**config.mk**
```make
export PLATFORM = sky130hd
export DESIGN_NAME = ifq_fetch_queue
export DESIGN_NICKNAME = d
export VERILOG_FILES = /design/src/rtl/ifq_fetch_queue.sv
export SDC_FILE = /design/constraint.sdc
export NUM_CORES = 1
export LEC_CHECK = 0
export BUFFER_PORTS_ARGS = -buffer_cell sky130_fd_sc_hd__buf_2
export CAP_MARGIN = 20
export CELL_PAD_IN_SITES_DETAIL_PLACEMENT = 1
export CELL_PAD_IN_SITES_GLOBAL_PLACEMENT = 1
export CORE_MARGIN = 5
export CORE_UTILIZATION = 30
export CTS_BUF_LIST = sky130_fd_sc_hd__clkbuf_4 sky130_fd_sc_hd__clkbuf_8 sky130_fd_sc_hd__clkbuf_16
export DETAILED_ROUTE_END_ITERATION = 10
export PLACE_DENSITY = 0.61
export SYNTH_ARGS = -nofsm -noshare
export SYNTH_HDL_FRONTEND = slang
export SYNTH_SLANG_ARGS = --single-unit
```
**constraint.sdc**
```tcl
create_clock -name clk -period 8.6 [get_ports clk]
set_input_delay 0.86 -clock clk [delete_from_list [all_inputs] [get_ports clk]]
set_output_delay 0.86 -clock clk [all_outputs]
set_load 0.01 [all_outputs]
```
**src/rtl/ifq_fetch_queue.sv**
```systemverilog
// Instruction fetch queue: issues sequential word fetches under a credit limit,
// buffers returned {pc, icode} pairs and serves them to dispatch, flushing on jumps.
module ifq_fetch_queue #(
    parameter int          DEPTH    = 8,
    parameter int          MAX_OUT  = 4,
    parameter logic [31:0] RESET_PC = 32'h0040_0000
) (
    input  logic        clk,
    input  logic        rst,
    input  logic        dpch_rd,
    input  logic        dpch_jmp,
    input  logic [31:0] dpch_jmp_br_addr,
    output logic [31:0] ifq_pc,
    output logic [31:0] ifq_icode,
    output logic        ifq_empty,
    output logic        mem_rd_en,
    output logic [31:0] mem_addr,
    input  logic [31:0] mem_rdata,
    input  logic        mem_rdata_valid
);
    localparam int AW = (DEPTH > 1) ? $clog2(DEPTH) : 1;
    localparam int CW = $clog2(DEPTH + 1);
    localparam int OW = $clog2(MAX_OUT + 1);

    logic [31:0]   fetch_pc;
    logic [31:0]   resp_pc;
    logic [CW-1:0] count;
    logic [OW-1:0] outstanding;
    logic [OW-1:0] drop;
    logic [AW-1:0] wr_ptr;
    logic [AW-1:0] rd_ptr;
    logic [31:0]   pc_mem    [DEPTH];
    logic [31:0]   icode_mem [DEPTH];

    logic          issue;
    logic          push;
    logic          pop;
    logic [31:0]   occupancy;
    logic [OW-1:0] outstanding_next;

    // Issue credit, response routing and pop qualification for this cycle.
    always_comb begin
        occupancy        = 32'(count) + 32'(outstanding);
        issue            = ~rst & ~dpch_jmp & (occupancy < 32'(DEPTH))
                         & (32'(outstanding) < 32'(MAX_OUT));
        outstanding_next = outstanding + OW'(issue) - OW'(mem_rdata_valid);
        push             = mem_rdata_valid & (drop == {OW{1'b0}}) & ~dpch_jmp;
        pop              = dpch_rd & (count != {CW{1'b0}}) & ~dpch_jmp;
    end

    assign mem_rd_en = issue;
    assign mem_addr  = fetch_pc;
    assign ifq_empty = (count == {CW{1'b0}});
    assign ifq_pc    = ifq_empty ? 32'h0000_0000 : pc_mem[rd_ptr];
    assign ifq_icode = ifq_empty ? 32'h0000_0000 : icode_mem[rd_ptr];

    // FIFO storage; the credit limit guarantees a push never lands on a live entry.
    always_ff @(posedge clk) begin
        if (push) begin
            pc_mem[wr_ptr]    <= resp_pc;
            icode_mem[wr_ptr] <= mem_rdata;
        end
    end

    // Fetch/response address tracking, occupancy and in-flight bookkeeping.
    always_ff @(posedge clk or posedge rst) begin
        if (rst) begin
            fetch_pc    <= RESET_PC;
            resp_pc     <= RESET_PC;
            count       <= {CW{1'b0}};
            outstanding <= {OW{1'b0}};
            drop        <= {OW{1'b0}};
            wr_ptr      <= {AW{1'b0}};
            rd_ptr      <= {AW{1'b0}};
        end else if (dpch_jmp) begin
            // Everything still in flight after this edge belongs to the old stream.
            fetch_pc    <= dpch_jmp_br_addr;
            resp_pc     <= dpch_jmp_br_addr;
            count       <= {CW{1'b0}};
            outstanding <= outstanding_next;
            drop        <= outstanding_next;
            wr_ptr      <= {AW{1'b0}};
            rd_ptr      <= {AW{1'b0}};
        end else begin
            if (issue) begin
                fetch_pc <= fetch_pc + 32'd4;
            end
            if (mem_rdata_valid) begin
                if (drop != {OW{1'b0}}) begin
                    drop <= drop - OW'(1);
                end else begin
                    resp_pc <= resp_pc + 32'd4;
                end
            end
            if (push) begin
                wr_ptr <= wr_ptr + AW'(1);
            end
            if (pop) begin
                rd_ptr <= rd_ptr + AW'(1);
            end
            count       <= count + CW'(push) - CW'(pop);
            outstanding <= outstanding_next;
        end
    end
endmodule

```
==> run metrics <==
status=completed; WS Path Type=reg -> out; Rows=103; vias=12500; met1 Usage GRT=0.190; drt pass-1 iters=5; final core occ=0.354; die area=85600 um2; cts bufs inserted=61; number of port buffers=166; Critical Path Source Type=register; post-DP HPWL=35300 um; Slew Limit Headroom=0.295; Syn Nets=1378; setup_tns=0 ns; reg2reg end=pc_mem[7][4]$_DFFE_PP_; actual slew at the worst max-slew pin=1.06 ns; starting DRC count in detailed routing=668; Yosys top cell area share=0.641; Peak VDD IR=0.253 mV; Final Hold Viols=0; unrepaired setup endpoints after global routing=no; Die Y=293 um; clock sink count=592; Final nets=1563; count of final setup violators=0; TritonCTS clock tree=yes; Worst Reg-to-Reg Cells=7; drc violations=0; DRT Wirelength=59200 um; Syn Area/Cell=18.6 um2; RePlAce Congestion=0.750; remaining global-route overflow=0; final std cells w/o fill=2577; R2R Setup Slk=5.02 ns; cts repair resizes=0; CTS H-Tree Depth=2; r2r startpoint=drop[0]$_DFFE_PP0P_; Area Growth Syn to Fin=16.9%; Setup crit start=rd_ptr[0]$_DFFE_PP0P_; Post-synth EDFFs=512; minimum clock period=4.43 ns; maxcap violations=0; Synth area leaders=edfxtp_1 64%, mux4_2 12%, dfrtp_1 8.1%; ys flop type=edfxtp_1; largest net degree at the start of global routing=91; root buffer cell=clkbuf_16; Pwr Density=276 nW/um2; Initial Utilization=0.303; FFs w/ async S/R, synth=0.135; Final Max Slew Viols=0; #FFs+latches synth=592; Period Utilization, post-route=0.515; Yosys top cell by area=edfxtp_1; DR WL/cell=23.0 um; Worst setup endpoint=ifq_pc[4]; Die Width=293 um; initial antenna violation count=1; Required @ worst endpoint=7.74 ns; Routed Antenna Nets=0; share of cells above drive strength 1=0.297; vias in the first global route=13900; fmax=226 MHz; Clock Skew=0.0269 ns; Ports=167; met2 Use GR=0.228; Mapped Area=24000 um2; clock slew at reported path FFs=0.06 ns; Leakage=9.24 nW; largest fanout on the critical path=90; global route hottest layer=met2; post-CTS setup buffer count=0; core box area=79100 um2; kind of end point of the critical path=output port; Seq/Total Area, Yosys=0.725; Data arrival, critical path=3.57 ns; clk_lat worst skew=0.63 ns; class of the worst hold path=in -> async; placed insts=2464; All-Layer GR Usage=0.137; Post-CTS Hold Buffers=0; clk buf depth=3; library cells used by synthesis=56; Synth warnings=0; Gate Count Post-Synth=1292; drt via density=4.86; diodes inserted=0; first-pass GRT wire length=90000 um; met3 Resource Use GR=0.0249
==> critical path, cell delays in order (launching register included) <==
cell and delay, ns:
dfrtp_4 0.98, buf_12 0.66, mux4_2 0.60, mux2i_1 0.40, nor2_1 0.09, buf_2 0.18
==> where the power goes <==
part | leakage, nW | switching (mW) | total, mW | internal [mW]
sequential | 5.57 | 0.199 | 3.45 | 3.25
clock | 0.977 | 1.11 | 2.60 | 1.50
combinational | 2.70 | 0.905 | 1.67 | 0.766
==> metrics by stage <==
stage / setup slack [ns] / power [mW] / hold slack (ns) / area (um2)
final: 4.17 / 7.72 / 0.258 / 28000
after global routing: 3.85 / 8.14 / 0.263 / 28000
after CTS: 3.91 / 7.88 / 0.221 / 28000
after detailed placement: 4.62 / 5.25 / 0.529 / 26000
after global placement: 4.63 / 5.22 / 0.519 / 26000
after floorplan: 2.18 / 4.59 / 0.525 / 24000
==> layer usage <==
metal | vias up | part of all wire | wire (um)
met4 | 2 | 0.016 | 970
met1 | 6664 | 0.44 | 26300
met3 | 65 | 0.049 | 2930
met2 | 294 | 0.49 | 29000
li1 | 5495 | - | -
met5 | - | 0.00022 | 13
==> registers in the layout (all words and copies together) (netlist names) <==
signal       count
icode_mem      256
pc_mem         256
mem_addr        32
resp_pc         32
count            4
drop             3
outstanding      3
rd_ptr           3
wr_ptr           3
==> cell families after synthesis <==
group	count (synthesis)	share of synthesized area
buffers and inverters	87	0.0163
XOR/XNOR	51	0.0186
flip-flops	592	0.725
AND/OR/NAND/NOR	263	0.0560
AO/OA/AOI/OAI	73	0.0196
multiplexers	209	0.155
adder cells (fa/ha/maj)	17	0.00950
==> worst min path at each step <==
| stage | from | to | cells past startpoint |
|---|---|---|---|
| after CTS | rst | outstanding[0]$_DFF_PP0_ | 2 |
| after floorplan | drop[1]$_DFFE_PP0P_ | drop[1]$_DFFE_PP0P_ | 2 |
| final | rst | drop[0]$_DFFE_PP0P_ | 2 |
| after detailed placement | mem_addr[1]$_DFFE_PP0P_ | mem_addr[1]$_DFFE_PP0P_ | 2 |
| after global routing | rst | outstanding[1]$_DFF_PP0_ | 2 |
| after global placement | mem_addr[1]$_DFFE_PP0P_ | mem_addr[1]$_DFFE_PP0P_ | 2 |
==> placed cells by master (no fill, tap or decap), types with 28 or more instances in the layout <==
master     Yosys  routed
mux2i_1       65      65
dfrtp_1       78      75
buf_2         25     166
nand4_1       28      28
edfxtp_1     512     512
nor2_1        96      90
mux4_2       128     128
nand2_1       47      47
clkbuf_16      0      61
nand3_1       33      33
==> final cells by class <==
class	count	area, um2
inverters	25	95.1
multi-input cells	613	6260
clock buffers	74	1620
repair buffers	184	978
clock inverters	39	350
fillers	8015	51100
flip-flops and latches	592	17400
well taps	1050	1310
==> Yosys cell counts (9+ instances only) <==
master	instances
xnor2_1	25
nand3_1	33
a21boi_1	9
inv_1	24
o21ai_0	26
nand4_1	28
nor2_1	96
dfrtp_1	78
xor2_1	26
edfxtp_1	512
mux2_2	16
nand2b_1	10
buf_2	25
buf_1	11
mux4_2	128
nand2_1	47
ha_1	15
and3_1	12
mux2i_1	65
clkbuf_1	20
Power figures use the tool's default switching activity.
